`config.mk`:
```
export PLATFORM = sky130hd
export DESIGN_NAME = alu_cdb_unit
export DESIGN_NICKNAME = d
export VERILOG_FILES = /design/src/rtl/alu_cdb_unit.sv
export SDC_FILE = /design/constraint.sdc
export NUM_CORES = 1
export LEC_CHECK = 0
export ABC_AREA = 1
export CELL_PAD_IN_SITES_DETAIL_PLACEMENT = 0
export CELL_PAD_IN_SITES_GLOBAL_PLACEMENT = 1
export CORE_UTILIZATION = 40
export CTS_CLUSTER_DIAMETER = 150
export DETAILED_ROUTE_END_ITERATION = 16
export GPL_ROUTABILITY_DRIVEN = 0
export GPL_TIMING_DRIVEN = 0
export PLACE_DENSITY_LB_ADDON = 0.1
export SLEW_MARGIN = 40
export SYNTH_ARGS = -nofsm -noshare
export SYNTH_HDL_FRONTEND = slang
export SYNTH_SLANG_ARGS = --single-unit
```
`constraint.sdc`:
```
create_clock -name clk -period 5.2 [get_ports clk]
set_clock_uncertainty 0.15 [all_clocks]
set_input_delay 1.04 -clock clk [delete_from_list [all_inputs] [get_ports clk]]
set_output_delay 1.04 -clock clk [all_outputs]
set_load 0.02 [all_outputs]
```
`src/rtl/alu_cdb_unit.sv`:
```
// RV32I integer execution stage feeding the common data bus through a small in-order result queue.
// A single execute register feeds the queue; ex_ready_o back-pressures dispatch so the queue never overflows.
module alu_cdb_unit #(
    parameter int unsigned XLEN  = 32,
    parameter int unsigned TAG_W = 4,
    parameter int unsigned OP_W  = 5,
    parameter int unsigned DEPTH = 4
) (
    input  logic             clk,
    input  logic             rst,
    input  logic             flush_i,
    input  logic             ex_valid_i,
    input  logic [OP_W-1:0]  ex_op_i,
    input  logic [XLEN-1:0]  ex_v1_i,
    input  logic [XLEN-1:0]  ex_v2_i,
    input  logic [TAG_W-1:0] ex_tag_i,
    output logic             ex_ready_o,
    output logic             cdb_req_o,
    input  logic             cdb_gnt_i,
    output logic             cdb_valid_o,
    output logic [TAG_W-1:0] cdb_tag_o,
    output logic [XLEN-1:0]  cdb_value_o
);

    localparam int unsigned PTR_W = $clog2(DEPTH);
    localparam int unsigned CNT_W = PTR_W + 1;
    localparam int unsigned SH_W  = $clog2(XLEN);

    localparam logic [OP_W-1:0] ALU_OP_ADD  = OP_W'(0);
    localparam logic [OP_W-1:0] ALU_OP_SUB  = OP_W'(1);
    localparam logic [OP_W-1:0] ALU_OP_AND  = OP_W'(2);
    localparam logic [OP_W-1:0] ALU_OP_OR   = OP_W'(3);
    localparam logic [OP_W-1:0] ALU_OP_XOR  = OP_W'(4);
    localparam logic [OP_W-1:0] ALU_OP_SLL  = OP_W'(5);
    localparam logic [OP_W-1:0] ALU_OP_SRL  = OP_W'(6);
    localparam logic [OP_W-1:0] ALU_OP_SRA  = OP_W'(7);
    localparam logic [OP_W-1:0] ALU_OP_SLT  = OP_W'(8);
    localparam logic [OP_W-1:0] ALU_OP_SLTU = OP_W'(9);

    logic             e_valid;
    logic [OP_W-1:0]  e_op;
    logic [XLEN-1:0]  e_v1;
    logic [XLEN-1:0]  e_v2;
    logic [TAG_W-1:0] e_tag;
    logic [XLEN-1:0]  e_result;
    logic [SH_W-1:0]  shamt;

    logic [TAG_W-1:0] q_tag [DEPTH];
    logic [XLEN-1:0]  q_val [DEPTH];
    logic [PTR_W-1:0] wptr;
    logic [PTR_W-1:0] rptr;
    logic [CNT_W-1:0] count;

    logic accept;
    logic push;
    logic pop;

    // Readiness counts the op sitting in E so a stalled queue can never be overrun.
    assign ex_ready_o  = (count + CNT_W'(e_valid)) <= CNT_W'(DEPTH - 1);
    assign accept      = ex_valid_i & ex_ready_o;
    assign push        = e_valid;
    assign cdb_req_o   = (count != '0);
    assign cdb_valid_o = cdb_req_o & cdb_gnt_i;
    assign pop         = cdb_valid_o;
    assign cdb_tag_o   = cdb_req_o ? q_tag[rptr] : '0;
    assign cdb_value_o = cdb_req_o ? q_val[rptr] : '0;
    assign shamt       = e_v2[SH_W-1:0];

    // ALU datapath evaluated from the execute register.
    always_comb begin
        e_result = '0;
        case (e_op)
            ALU_OP_ADD:  e_result = e_v1 + e_v2;
            ALU_OP_SUB:  e_result = e_v1 - e_v2;
            ALU_OP_AND:  e_result = e_v1 & e_v2;
            ALU_OP_OR:   e_result = e_v1 | e_v2;
            ALU_OP_XOR:  e_result = e_v1 ^ e_v2;
            ALU_OP_SLL:  e_result = e_v1 << shamt;
            ALU_OP_SRL:  e_result = e_v1 >> shamt;
            ALU_OP_SRA:  e_result = XLEN'($signed(e_v1) >>> shamt);
            ALU_OP_SLT:  e_result = XLEN'($signed(e_v1) < $signed(e_v2));
            ALU_OP_SLTU: e_result = XLEN'(e_v1 < e_v2);
            default:     e_result = '0;
        endcase
    end

    // Control state: flush has priority over accept, push and pop.
    always_ff @(posedge clk or negedge rst) begin
        if (!rst) begin
            e_valid <= 1'b0;
            wptr    <= '0;
            rptr    <= '0;
            count   <= '0;
        end else if (flush_i) begin
            e_valid <= 1'b0;
            wptr    <= '0;
            rptr    <= '0;
            count   <= '0;
        end else begin
            e_valid <= accept;
            if (push) wptr <= wptr + PTR_W'(1);
            if (pop)  rptr <= rptr + PTR_W'(1);
            case ({push, pop})
                2'b10:   count <= count + CNT_W'(1);
                2'b01:   count <= count - CNT_W'(1);
                default: count <= count;
            endcase
        end
    end

    // Payload registers carry no reset; they are qualified by e_valid and count.
    always_ff @(posedge clk) begin
        if (accept) begin
            e_op  <= ex_op_i;
            e_v1  <= ex_v1_i;
            e_v2  <= ex_v2_i;
            e_tag <= ex_tag_i;
        end
        if (push) begin
            q_tag[wptr] <= e_tag;
            q_val[wptr] <= e_result;
        end
    end

endmodule

```
==> results.txt <==
The run finished with clean final reports. The maximum fanout count along the critical path is 11. The cell area power density came out at approximately 380 mW/mm^2. The class of the worst hold path is flop to flop. Headroom to the max-slew limit came out at 46.85%. The actual slew at the worst max-slew pin is roughly 0.8 ns. The routed design could run at a clock period as short as between 4 and 5 ns. The synthesis-to-finish area growth is 14.60%. In the routed layout, each cell is associated on average with a via count of ~5.6. The number of buffers on the longest clock path is 3.

The global-route usage over all layers came out at 32.90%. The number of placement rows is ~80. The most common cell after layout, fill and taps aside is sky130_fd_sc_hd__nand2_1. The final critical-path share of the clock period is 86.92%. The final hold violation count is 0. The maximum clock rate came out at around 0.22 GHz. The global route total overflow came out at 0. Power comes to between 8 and 9 mW. The final worst slack is roughly 0.68 ns. The leakage power came out at approximately 9.7 nW. The synthesized net count is between 2000 and 3000.

The top cell types in the final layout, fill and taps aside, are sky130_fd_sc_hd__nand2_1, sky130_fd_sc_hd__nand3_1, sky130_fd_sc_hd__nor2_1, sky130_fd_sc_hd__inv_1, sky130_fd_sc_hd__edfxtp_1. The I/O pin total came out at ~120. Counting both buffers and inverters, the worst setup path holds a total of 5. The antenna violation net count after detailed routing came out at 0.

The number of gates resized after cts is 0. The cell area that synthesis handed to floorplanning was between 0.015 and 0.02 mm^2. Among all flip-flop cells after synthesis, the most frequent one is sky130_fd_sc_hd__edfxtp_1. The deepest level of the CTS H-tree is 1. Clock-pin slew was measured on the worst setup and hold paths at roughly 0.06 ns. In this design, the largest share of critical-path delay is due to simple AND/OR/NAND/NOR gates. The total of buffers placed on input and output ports came out at 116. The core footprint is ~0.046 mm^2.

Detailed placement ended at an HPWL of a little over 60 mm. The critical path required time is roughly 5.3 ns. The number of warnings reported in the yosys synthesis log came out at 0. Yosys mapped a number of flops with a built-in enable equal to roughly 220. After detailed routing, the number of remaining DRC violations is 0. The number of buffers created by CTS is 25. The detail-routed net length per standard cell is 22.43 um.

The routed via count came out at about 19000. The worst ir drop on vdd came out at about 280 uV. The post-synthesis async set-or-reset flop share came out at about 3.6%.

The data arrival time at the worst-slack endpoint came out at about 4.6 ns. For this block, the initial DRC count from the detailed router was approximately 1900. The number of standard cells after synthesis came out at about 2700.

The max-cap check violation count came out at 0. The slowest stage of the critical path is the sky130_fd_sc_hd__edfxtp_1 cell. The wire length on met1 came out at between 30 and 40 mm. The floorplan step set the die height to 217.4 um.

For this block, the routed nets add up to 77.17 mm of wire. The later pin in the worst-skew pair is clocked with a latency of approximately 0.56 ns. Once the floorplan was initialized, standard cells occupied a little over 40% of the core. The routed design uses slightly below 6 mm of met3 wire. The number of flip-flops and latches in the synthesized netlist came out at approximately 230. The net count reported at finish came out at between 3000 and 4000. The synthesized area per cell came out at slightly below 7 um^2. Buffers inserted to repair hold after CTS numbered 0. The repair_antennas step left the layout with diodes totalling 0.

From left edge to right edge, the die measures 217.4 um. TritonCTS built the clock tree. Setup repair after global routing left no endpoint under its margin.

The critical path goes through inv_2, buf_2, buf_1, ha_1, buf_4, inv_1, nand2_1, nand3_1, nand3_1, nand2_1, nand2_1, nand2_1, nand2_1, nand2_1, nor2_1, nor2_1, nand2_1. The number of global-route vias before repair is between 15000 and 20000. For this run, the detailed router's first-pass iteration total came to 6. The worst setup path is captured at a flop.

The type of the worst setup path is flop to flop. The cell repeated most along the worst path is sky130_fd_sc_hd__nand2_1. The worst setup path is launched from a flop. The CTS sink count is around 230. The total die area came out at 0.04724 mm^2.

The final number of setup-violating endpoints came out at 0. The count of distinct cell types in the synthesized netlist is 47. For this run, the slowest stage of the critical path takes roughly 0.60 ns.

Before CTS, the worst setup slack after placement is 0.8570 ns. The final worst hold slack came out at about 0.34 ns. In the final layout, the share of cells above drive strength 1 is between 6 and 7%. The first global-routing pass estimated 114.7 mm of wire. The number of pins with negative max-slew slack in the final report is 0. The maximum number of pins on one net before global-route repair is 37. In this run the clock root is driven by a sky130_fd_sc_hd__clkbuf_16.

Routed signal wires occupy layers up through met4. The number of setup buffers added after CTS is 0. The routed length on met2 came out at ~36 mm.

The register area share after synthesis came out at 36.21%. The number of antenna violations at the first check in global routing came to 0.
[cells by family after synthesis]
logic type | count (synthesis) | synth area share (%)
flops | 225 | 36.21
buf+inv | 433 | 9.706
simple gates | 1570 | 36.39
xor+xnor | 6 | 0.2833
fa+ha+maj | 108 | 7.406
compound gates | 337 | 10.01
[synth_stat cells, types with 17 or more instances]
library cell	instances	area share [%]
sky130_fd_sc_hd__nand2_1	740	15
sky130_fd_sc_hd__nand3_1	388	10
sky130_fd_sc_hd__nor2_1	316	6.4
sky130_fd_sc_hd__inv_1	291	5.9
sky130_fd_sc_hd__edfxtp_1	217	35
sky130_fd_sc_hd__o21ai_0	138	3.7
sky130_fd_sc_hd__a21oi_1	117	3.2
sky130_fd_sc_hd__ha_1	105	7.1
sky130_fd_sc_hd__buf_2	50	1.3
sky130_fd_sc_hd__nand4_1	40	1.3
sky130_fd_sc_hd__clkbuf_1	28	0.57
sky130_fd_sc_hd__o211ai_1	27	1.1
sky130_fd_sc_hd__nor3_1	26	0.70
sky130_fd_sc_hd__inv_2	22	0.45
sky130_fd_sc_hd__buf_1	17	0.34
[area by class of cell]
| type | instances | area [um^2] |
|---|---|---|
| fill | 4807 | 24320 |
| multi-input combinational | 2021 | 10040 |
| sequential | 225 | 6716 |
| timing repair buffer | 119 | 1206 |
| inverter | 316 | 1204 |
| tap | 600 | 750.7 |
| clock buffer | 32 | 651.9 |
| buffer | 117 | 606.8 |
| clock inverter | 10 | 82.58 |
[path summary, 6_finish.rpt]
check / slack [ns] / from / cells after the start / endpoint
max: 0.68 / e_v2[3]$_DFFE_PP_ / 17 / q_val[1][0]$_DFFE_PP_
min: 0.34 / e_tag[0]$_DFFE_PP_ / 0 / q_tag[3][0]$_DFFE_PP_
max reg2reg: 0.68 / e_v2[3]$_DFFE_PP_ / 17 / q_val[1][0]$_DFFE_PP_
min reg2reg: 0.34 / e_tag[0]$_DFFE_PP_ / 0 / q_tag[3][0]$_DFFE_PP_
max in group asynchronous: 3.98 / rst / 1 / wptr[0]$_DFFE_PN0P_
min in group asynchronous: 0.63 / rst / 1 / rptr[0]$_DFFE_PN0P_
[through the flow]
step | cell area (um^2) | utilization, % | setup TNS (ns) | std cells
after floorplan | 18550 | - | 0 | 2679
after global placement | 20460 | 44.90 | -111.03 | 3395
after detailed placement | 20520 | 45.03 | 0 | 3398
after CTS | 21260 | 46.65 | 0 | 3440
after global routing | 21260 | 46.65 | 0 | 3440
final | 21260 | 46.65 | 0 | 3440
[flip-flops by register name (all words and copies together) (netlist names)]
signal and cells:
count 3, e_op 5, e_tag 4, e_v1 32, e_v2 32, e_valid 1
q_tag 16, q_val 128, rptr 2, wptr 2
[report_power, final]
part / leakage, nW / internal (mW) / switching, mW / total, mW
Clock: 0.360 / 0.928 / 0.700 / 1.63
Combinational: 7.17 / 1.23 / 2.81 / 4.05
Sequential: 2.16 / 2.23 / 0.164 / 2.40
[metal layers]
layer	vias up	GRT usage, %
met3	266	4.794
met5	-	0
met2	962	55.08
met4	0	20.49
met1	8934	39.74
li1	9155	-
Note: power is estimated with default switching activity, not from simulation.
